`config.mk`:
```
export PLATFORM = sky130hd
export DESIGN_NAME = dmi_jtag_ctrl
export DESIGN_NICKNAME = d
export VERILOG_FILES = /design/src/rtl/dm_pkg.sv /design/src/rtl/dmi_jtag_ctrl.sv
export SDC_FILE = /design/constraint.sdc
export NUM_CORES = 1
export LEC_CHECK = 0
export CORE_MARGIN = 2
export CORE_UTILIZATION = 48
export DETAILED_ROUTE_END_ITERATION = 8
export GPL_TIMING_DRIVEN = 0
export PLACE_DENSITY = 0.84
export SKIP_CTS_REPAIR_TIMING = 1
export SYNTH_ARGS = -nofsm -noshare
export SYNTH_HDL_FRONTEND = slang
export SYNTH_SLANG_ARGS = --single-unit
```
`constraint.sdc`:
```
create_clock -name tck_i -period 3.5 [get_ports tck_i]
set_input_delay 0.875 -clock tck_i [delete_from_list [all_inputs] [get_ports tck_i]]
set_output_delay 0.875 -clock tck_i [all_outputs]
set_load 0.005 [all_outputs]
```
`src/rtl/dm_pkg.sv`:
```
// Shared debug-module types: DTM op encodings, DMI request/response payloads
// and the dtmcs.dmistat status codes.
package dm;

    localparam int unsigned DmiAbits = 7;
    localparam int unsigned DmiDataW = 32;

    typedef enum logic [1:0] {
        DTM_NOP   = 2'd0,
        DTM_READ  = 2'd1,
        DTM_WRITE = 2'd2
    } dtm_op_e;

    typedef struct packed {
        logic [DmiAbits-1:0] addr;
        dtm_op_e             op;
        logic [DmiDataW-1:0] data;
    } dmi_req_t;

    typedef struct packed {
        logic [DmiDataW-1:0] data;
        logic [1:0]          resp;
    } dmi_resp_t;

    localparam logic [1:0] DMI_NO_ERROR  = 2'd0;
    localparam logic [1:0] DMI_OP_FAILED = 2'd2;
    localparam logic [1:0] DMI_BUSY      = 2'd3;

endpackage

```
`src/rtl/dmi_jtag_ctrl.sv`:
```
// DMIACCESS data register and DMI request sequencer, TCK domain.
// Converts TAP UpdateDr into a valid/ready DMI transaction and keeps sticky status.
module dmi_jtag_ctrl
    import dm::*;
#(
    parameter int unsigned AbitsWidth = 7,
    parameter int unsigned DataWidth  = 32
) (
    input  logic                  tck_i,
    input  logic                  trst_ni,
    input  logic                  test_logic_reset_i,
    input  logic                  capture_dr_i,
    input  logic                  shift_dr_i,
    input  logic                  update_dr_i,
    input  logic                  dmi_access_i,
    input  logic                  dmi_reset_i,
    input  logic                  dmi_tdi_i,
    output logic                  dmi_tdo_o,
    output logic [1:0]            error_o,
    output logic                  dmi_req_valid_o,
    input  logic                  dmi_req_ready_i,
    output logic [AbitsWidth-1:0] dmi_req_addr_o,
    output logic [DataWidth-1:0]  dmi_req_data_o,
    output logic [1:0]            dmi_req_op_o,
    input  logic                  dmi_resp_valid_i,
    output logic                  dmi_resp_ready_o,
    input  logic [DataWidth-1:0]  dmi_resp_data_i,
    input  logic [1:0]            dmi_resp_i
);

    localparam int unsigned DrWidth = AbitsWidth + DataWidth + 2;

    typedef enum logic [2:0] {
        Idle,
        Read,
        WaitReadValid,
        Write,
        WaitWriteValid
    } state_e;

    state_e                state_q, state_d;
    logic [DrWidth-1:0]    dr_q, dr_d;
    logic [AbitsWidth-1:0] addr_q, addr_d;
    logic [DataWidth-1:0]  data_q, data_d;
    logic [1:0]            error_q, error_d;
    logic                  req_valid_q, req_valid_d;
    logic                  resp_ready_q, resp_ready_d;
    logic [1:0]            req_op_q, req_op_d;

    logic capture, shift, update;
    logic set_busy, set_fail;

    assign capture = capture_dr_i & dmi_access_i;
    assign shift   = shift_dr_i & dmi_access_i;
    assign update  = update_dr_i & dmi_access_i;

    always_comb begin
        state_d  = state_q;
        dr_d     = dr_q;
        addr_d   = addr_q;
        data_d   = data_q;
        error_d  = error_q;
        set_busy = 1'b0;
        set_fail = 1'b0;

        // An access overlapping an in-flight transaction reports busy in the op field.
        if (capture) begin
            if (state_q != Idle) begin
                dr_d     = {addr_q, data_q, DMI_BUSY};
                set_busy = 1'b1;
            end else begin
                dr_d = {addr_q, data_q, error_q};
            end
        end else if (shift) begin
            dr_d = {dmi_tdi_i, dr_q[DrWidth-1:1]};
        end else if (update && error_q == DMI_NO_ERROR) begin
            if (state_q != Idle) begin
                set_busy = 1'b1;
            end else begin
                case (dtm_op_e'(dr_q[1:0]))
                    DTM_READ: begin
                        addr_d  = dr_q[DrWidth-1 -: AbitsWidth];
                        data_d  = dr_q[DataWidth+1:2];
                        state_d = Read;
                    end
                    DTM_WRITE: begin
                        addr_d  = dr_q[DrWidth-1 -: AbitsWidth];
                        data_d  = dr_q[DataWidth+1:2];
                        state_d = Write;
                    end
                    default: ;
                endcase
            end
        end

        case (state_q)
            Read:  if (dmi_req_ready_i) state_d = WaitReadValid;
            Write: if (dmi_req_ready_i) state_d = WaitWriteValid;
            WaitReadValid: begin
                if (dmi_resp_valid_i) begin
                    state_d  = Idle;
                    data_d   = dmi_resp_data_i;
                    set_fail = (dmi_resp_i != 2'd0);
                end
            end
            WaitWriteValid: begin
                if (dmi_resp_valid_i) begin
                    state_d  = Idle;
                    set_fail = (dmi_resp_i != 2'd0);
                end
            end
            default: ;
        endcase

        if (dmi_reset_i) error_d = DMI_NO_ERROR;
        if (set_busy)      error_d = DMI_BUSY;
        else if (set_fail) error_d = DMI_OP_FAILED;

        // TAP reset wipes the register file but lets the DM handshake finish.
        if (test_logic_reset_i) begin
            dr_d    = '0;
            addr_d  = '0;
            data_d  = '0;
            error_d = DMI_NO_ERROR;
        end

        req_valid_d  = (state_d == Read) || (state_d == Write);
        resp_ready_d = (state_d == WaitReadValid) || (state_d == WaitWriteValid);
        case (state_d)
            Read:    req_op_d = DTM_READ;
            Write:   req_op_d = DTM_WRITE;
            default: req_op_d = DTM_NOP;
        endcase
    end

    always_ff @(posedge tck_i or negedge trst_ni) begin
        if (!trst_ni) begin
            state_q      <= Idle;
            dr_q         <= '0;
            addr_q       <= '0;
            data_q       <= '0;
            error_q      <= DMI_NO_ERROR;
            req_valid_q  <= 1'b0;
            resp_ready_q <= 1'b0;
            req_op_q     <= DTM_NOP;
        end else begin
            state_q      <= state_d;
            dr_q         <= dr_d;
            addr_q       <= addr_d;
            data_q       <= data_d;
            error_q      <= error_d;
            req_valid_q  <= req_valid_d;
            resp_ready_q <= resp_ready_d;
            req_op_q     <= req_op_d;
        end
    end

    assign dmi_tdo_o        = dr_q[0];
    assign error_o          = error_q;
    assign dmi_req_valid_o  = req_valid_q;
    assign dmi_req_addr_o   = addr_q;
    assign dmi_req_data_o   = data_q;
    assign dmi_req_op_o     = req_op_q;
    assign dmi_resp_ready_o = resp_ready_q;

endmodule

```
==> impl_metrics.py <==
metrics = {
    "outcome": {
        "status": "completed",
    },
    "setup_path": {
        "required_ns": 3.71,
        "crit_family": "simple AND/OR/NAND/NOR gates",
        "startpoint_type": "primary input",
        "max_stage_delay_ns": 0.56,
        "worstSetupPathType": "primary input to flip-flop",
        "crit_buf_inv": 2,
        "worstSetupPathDepth": 6,
        "reg2regPathDepth": 7,
        "worstPathArrival_ns": 2.87,
        "worstSetupEndpointType": "flip-flop",
        "path_cells": "clkdlybuf4s50_1, nor4b_2, nand3_1, clkbuf_1, nor3_1, nor4_1",
        "critical-path-slowest-cell": "clkdlybuf4s50_1",
        "critPathMaxFanout": 10,
    },
    "clock_network": {
        "cts_buffers": 9,
        "clk_pin_slew_ns": 0.08,
        "clkSinkCount": 89,
        "htreeDepth": 3,
        "clock_latency_ns": 0.35,
        "cts_tree": "built",
        "clockBufferDepth": 2,
        "cts-root-buf": "clkbuf_8",
    },
    "place": {
        "place_hpwl_mm": 7.75,
        "placed_cells": 647,
        "port_buffers": 89,
        "gp_routability_congestion": 0.879,
    },
    "sta": {
        "skew_ns": 0.0104,
        "rsz0062_at_grt": "no",
        "finalCritPeriodShare_pct": 76.0,
        "finalCriticalPeriod_ns": 2.66,
        "hold-worst-slack_ns": 0.515,
        "hold_viol": 0,
        "report.final.slew_viol_count": 0,
        "relSlewSlack_pct": 61.6,
        "fmax_mhz": 376,
        "worstMarginPinSlew_ns": 0.575,
        "setup_violations": 0,
    },
    "yosys": {
        "synth_area_leaders": "dfrtp_1 54%, nor3_1 8.1%, a22oi_1 7.1%, o21ai_0 5.2%, nand2_1 5.2%",
        "syn_inst": 452,
        "ys_seq_area_share_pct": 53.9,
        "async_flop_share_pct": 100,
        "synth.avg_cell_area_sq_um": 9.15,
        "synth_area_sq_um": 4140,
        "synth_top_area_share_pct": 53.9,
        "synth_common_cells": "89 x dfrtp_1, 67 x nor3_1, 57 x nand2_1",
        "synthFlopType": "dfrtp_1",
        "ys_ff_latch": 89,
        "synth_area_leader_cell": "dfrtp_1",
        "ys_types": 33,
        "syn_nets": 498,
        "synth.most_common_cell": "dfrtp_1",
        "yosysWarnings": 0,
        "synth-edff-count": 0,
    },
    "grt": {
        "grt_usage_pct": 23.5,
        "grt_pass1_vias": 3831,
        "overflow": 0,
        "grt_max_degree": 47,
        "antenna_found_initial": 0,
        "grt_pass1_wl_mm": 18.3,
    },
    "finish": {
        "num_antenna_cells": 0,
        "utilization_pct": 64.7,
        "synthToLayoutAreaGrowth_pct": 29.9,
        "layout-drive-gt1-share_pct": 5.38,
        "fin_cells": 663,
        "fin_nets": 599,
    },
    "worst_hold_path": {
        "whs_path_depth": 2,
        "hold_class": "flip-flop to flip-flop",
    },
    "floorplanning": {
        "core-area_sq_um": 8300,
        "die_x_microns": 96.8,
        "dieArea_sq_um": 9370,
        "start_util_pct": 49.8,
        "fp-row-count": 33,
        "die_height_microns": 96.8,
        "top_level_ports": 91,
    },
    "drt": {
        "vias_per_cell": 5.88,
        "first_pass_iters": 5,
        "dr_total_vias": 3899,
        "wl_per_cell_microns": 16.5,
        "routed_wl_mm": 11.0,
        "drtIter0Drc": 287,
        "ant_nets": 0,
        "drc": 0,
    },
    "power_and_ir_drop": {
        "ir_drop_mv": 0.177,
        "fin_total_pwr_mw": 2.00,
        "power_leakage_nw": 2.17,
        "pwr_density_cell_nw_per_um2": 372,
    },
    "flow_run": {
        "cap_violations": 0,
    },
}
[state kept, by name, indices dropped and copies added, names as in the netlist]
register / count
dr_q: 41
error_o: 2
dmi_req_op_o: 2
dmi_req_valid_o: 1
dmi_req_data_o: 32
dmi_req_addr_o: 7
state_q: 3
dmi_resp_ready_o: 1
[stage by stage]
stage / area, sq um / setup TNS, ns / setup WS, ns
floorplan: 4140 / 0 / 1.53
global placement: 5160 / -134.29 / -1.51
detailed placement: 5180 / 0 / 0.557
CTS: 5370 / 0 / 0.919
global route: 5370 / 0 / 0.779
finish: 5370 / 0 / 0.842
[path summary, 6_finish.rpt]
path,slack [ns],end,start
max reg2reg,1.28,dmi_req_data_o[13],dr_q[0]
min reg2reg,0.51,dr_q[39],dr_q[39]
max in group asynchronous,2.37,dmi_req_data_o[13],trst_ni
min in group asynchronous,0.52,dmi_req_valid_o,trst_ni
max,0.84,dmi_req_data_o[13],capture_dr_i
min,0.51,dr_q[39],dr_q[39]
[where the power goes]
part           switching, mW  internal (mW)
clock                  0.344          0.349
sequential            0.0212           1.05
combinational          0.120          0.111
[metal layers]
layer / routed length (microns) / GRT usage [%] / vias up
met1: 4810 / 33.4 / 1883
met3: 821 / 3.54 / 19
met2: 5130 / 37.0 / 170
met5: 0 / 0 / -
met4: 195 / 8.45 / 0
li1: - / - / 1827
[layout make-up]
type / instances / area, sq um
fill: 669 / 2930
sequential: 89 / 2230
multi-input combinational: 315 / 1680
timing repair buffer: 90 / 916
buffer: 43 / 205
clock buffer: 13 / 149
tap: 105 / 131
clock inverter: 3 / 40.0
inverter: 5 / 18.8
[logic make-up (layout without fill, tap and decap cells)]
family	Yosys count	count (layout)	synth area share [%]
compound gates	108	108	16.1
xor+xnor	1	1	0.212
fa+ha+maj	2	2	0.545
buf+inv	48	154	5.42
flops	89	89	53.9
simple gates	204	204	23.8
[cell usage in the layout, fill, tap and decap left out]
master,Yosys,final
nor3b_1,1,1
o211ai_1,2,2
buf_4,1,2
nor3_1,67,67
inv_1,5,5
buf_16,0,1
nand3_1,1,1
buf_2,8,8
nor2b_1,1,1
dfrtp_1,89,89
o21ai_0,43,43
ha_1,1,1
and3_1,1,1
nand2b_1,2,2
clkinv_2,0,2
nand2_1,57,57
maj3_1,1,1
a22oi_1,39,39
o2111ai_1,1,1
clkbuf_8,0,10
buf_6,4,4
clkdlybuf4s50_1,0,88
clkbuf_1,30,33
nor4_1,32,32
o32a_1,1,1
nor2_1,35,35
nand4_1,1,1
bufinv_16,0,1
xor2_1,1,1
or3_1,1,1
a31oi_1,1,1
o22ai_1,1,1
nor4b_2,2,2
nand3b_1,1,1
o21a_1,4,4
and3b_1,2,2
o31ai_1,1,1
a21oi_1,15,15
[worst register-to-register path: stages, from the launching register on]
cell and delay (ns):
dfrtp_1 0.37, inv_1 0.07, ha_1 0.31, nor4b_2 0.28
nand3_1 0.33, clkbuf_1 0.32, nor3_1 0.30, nor4_1 0.10
(Power assumes the default switching activity.)
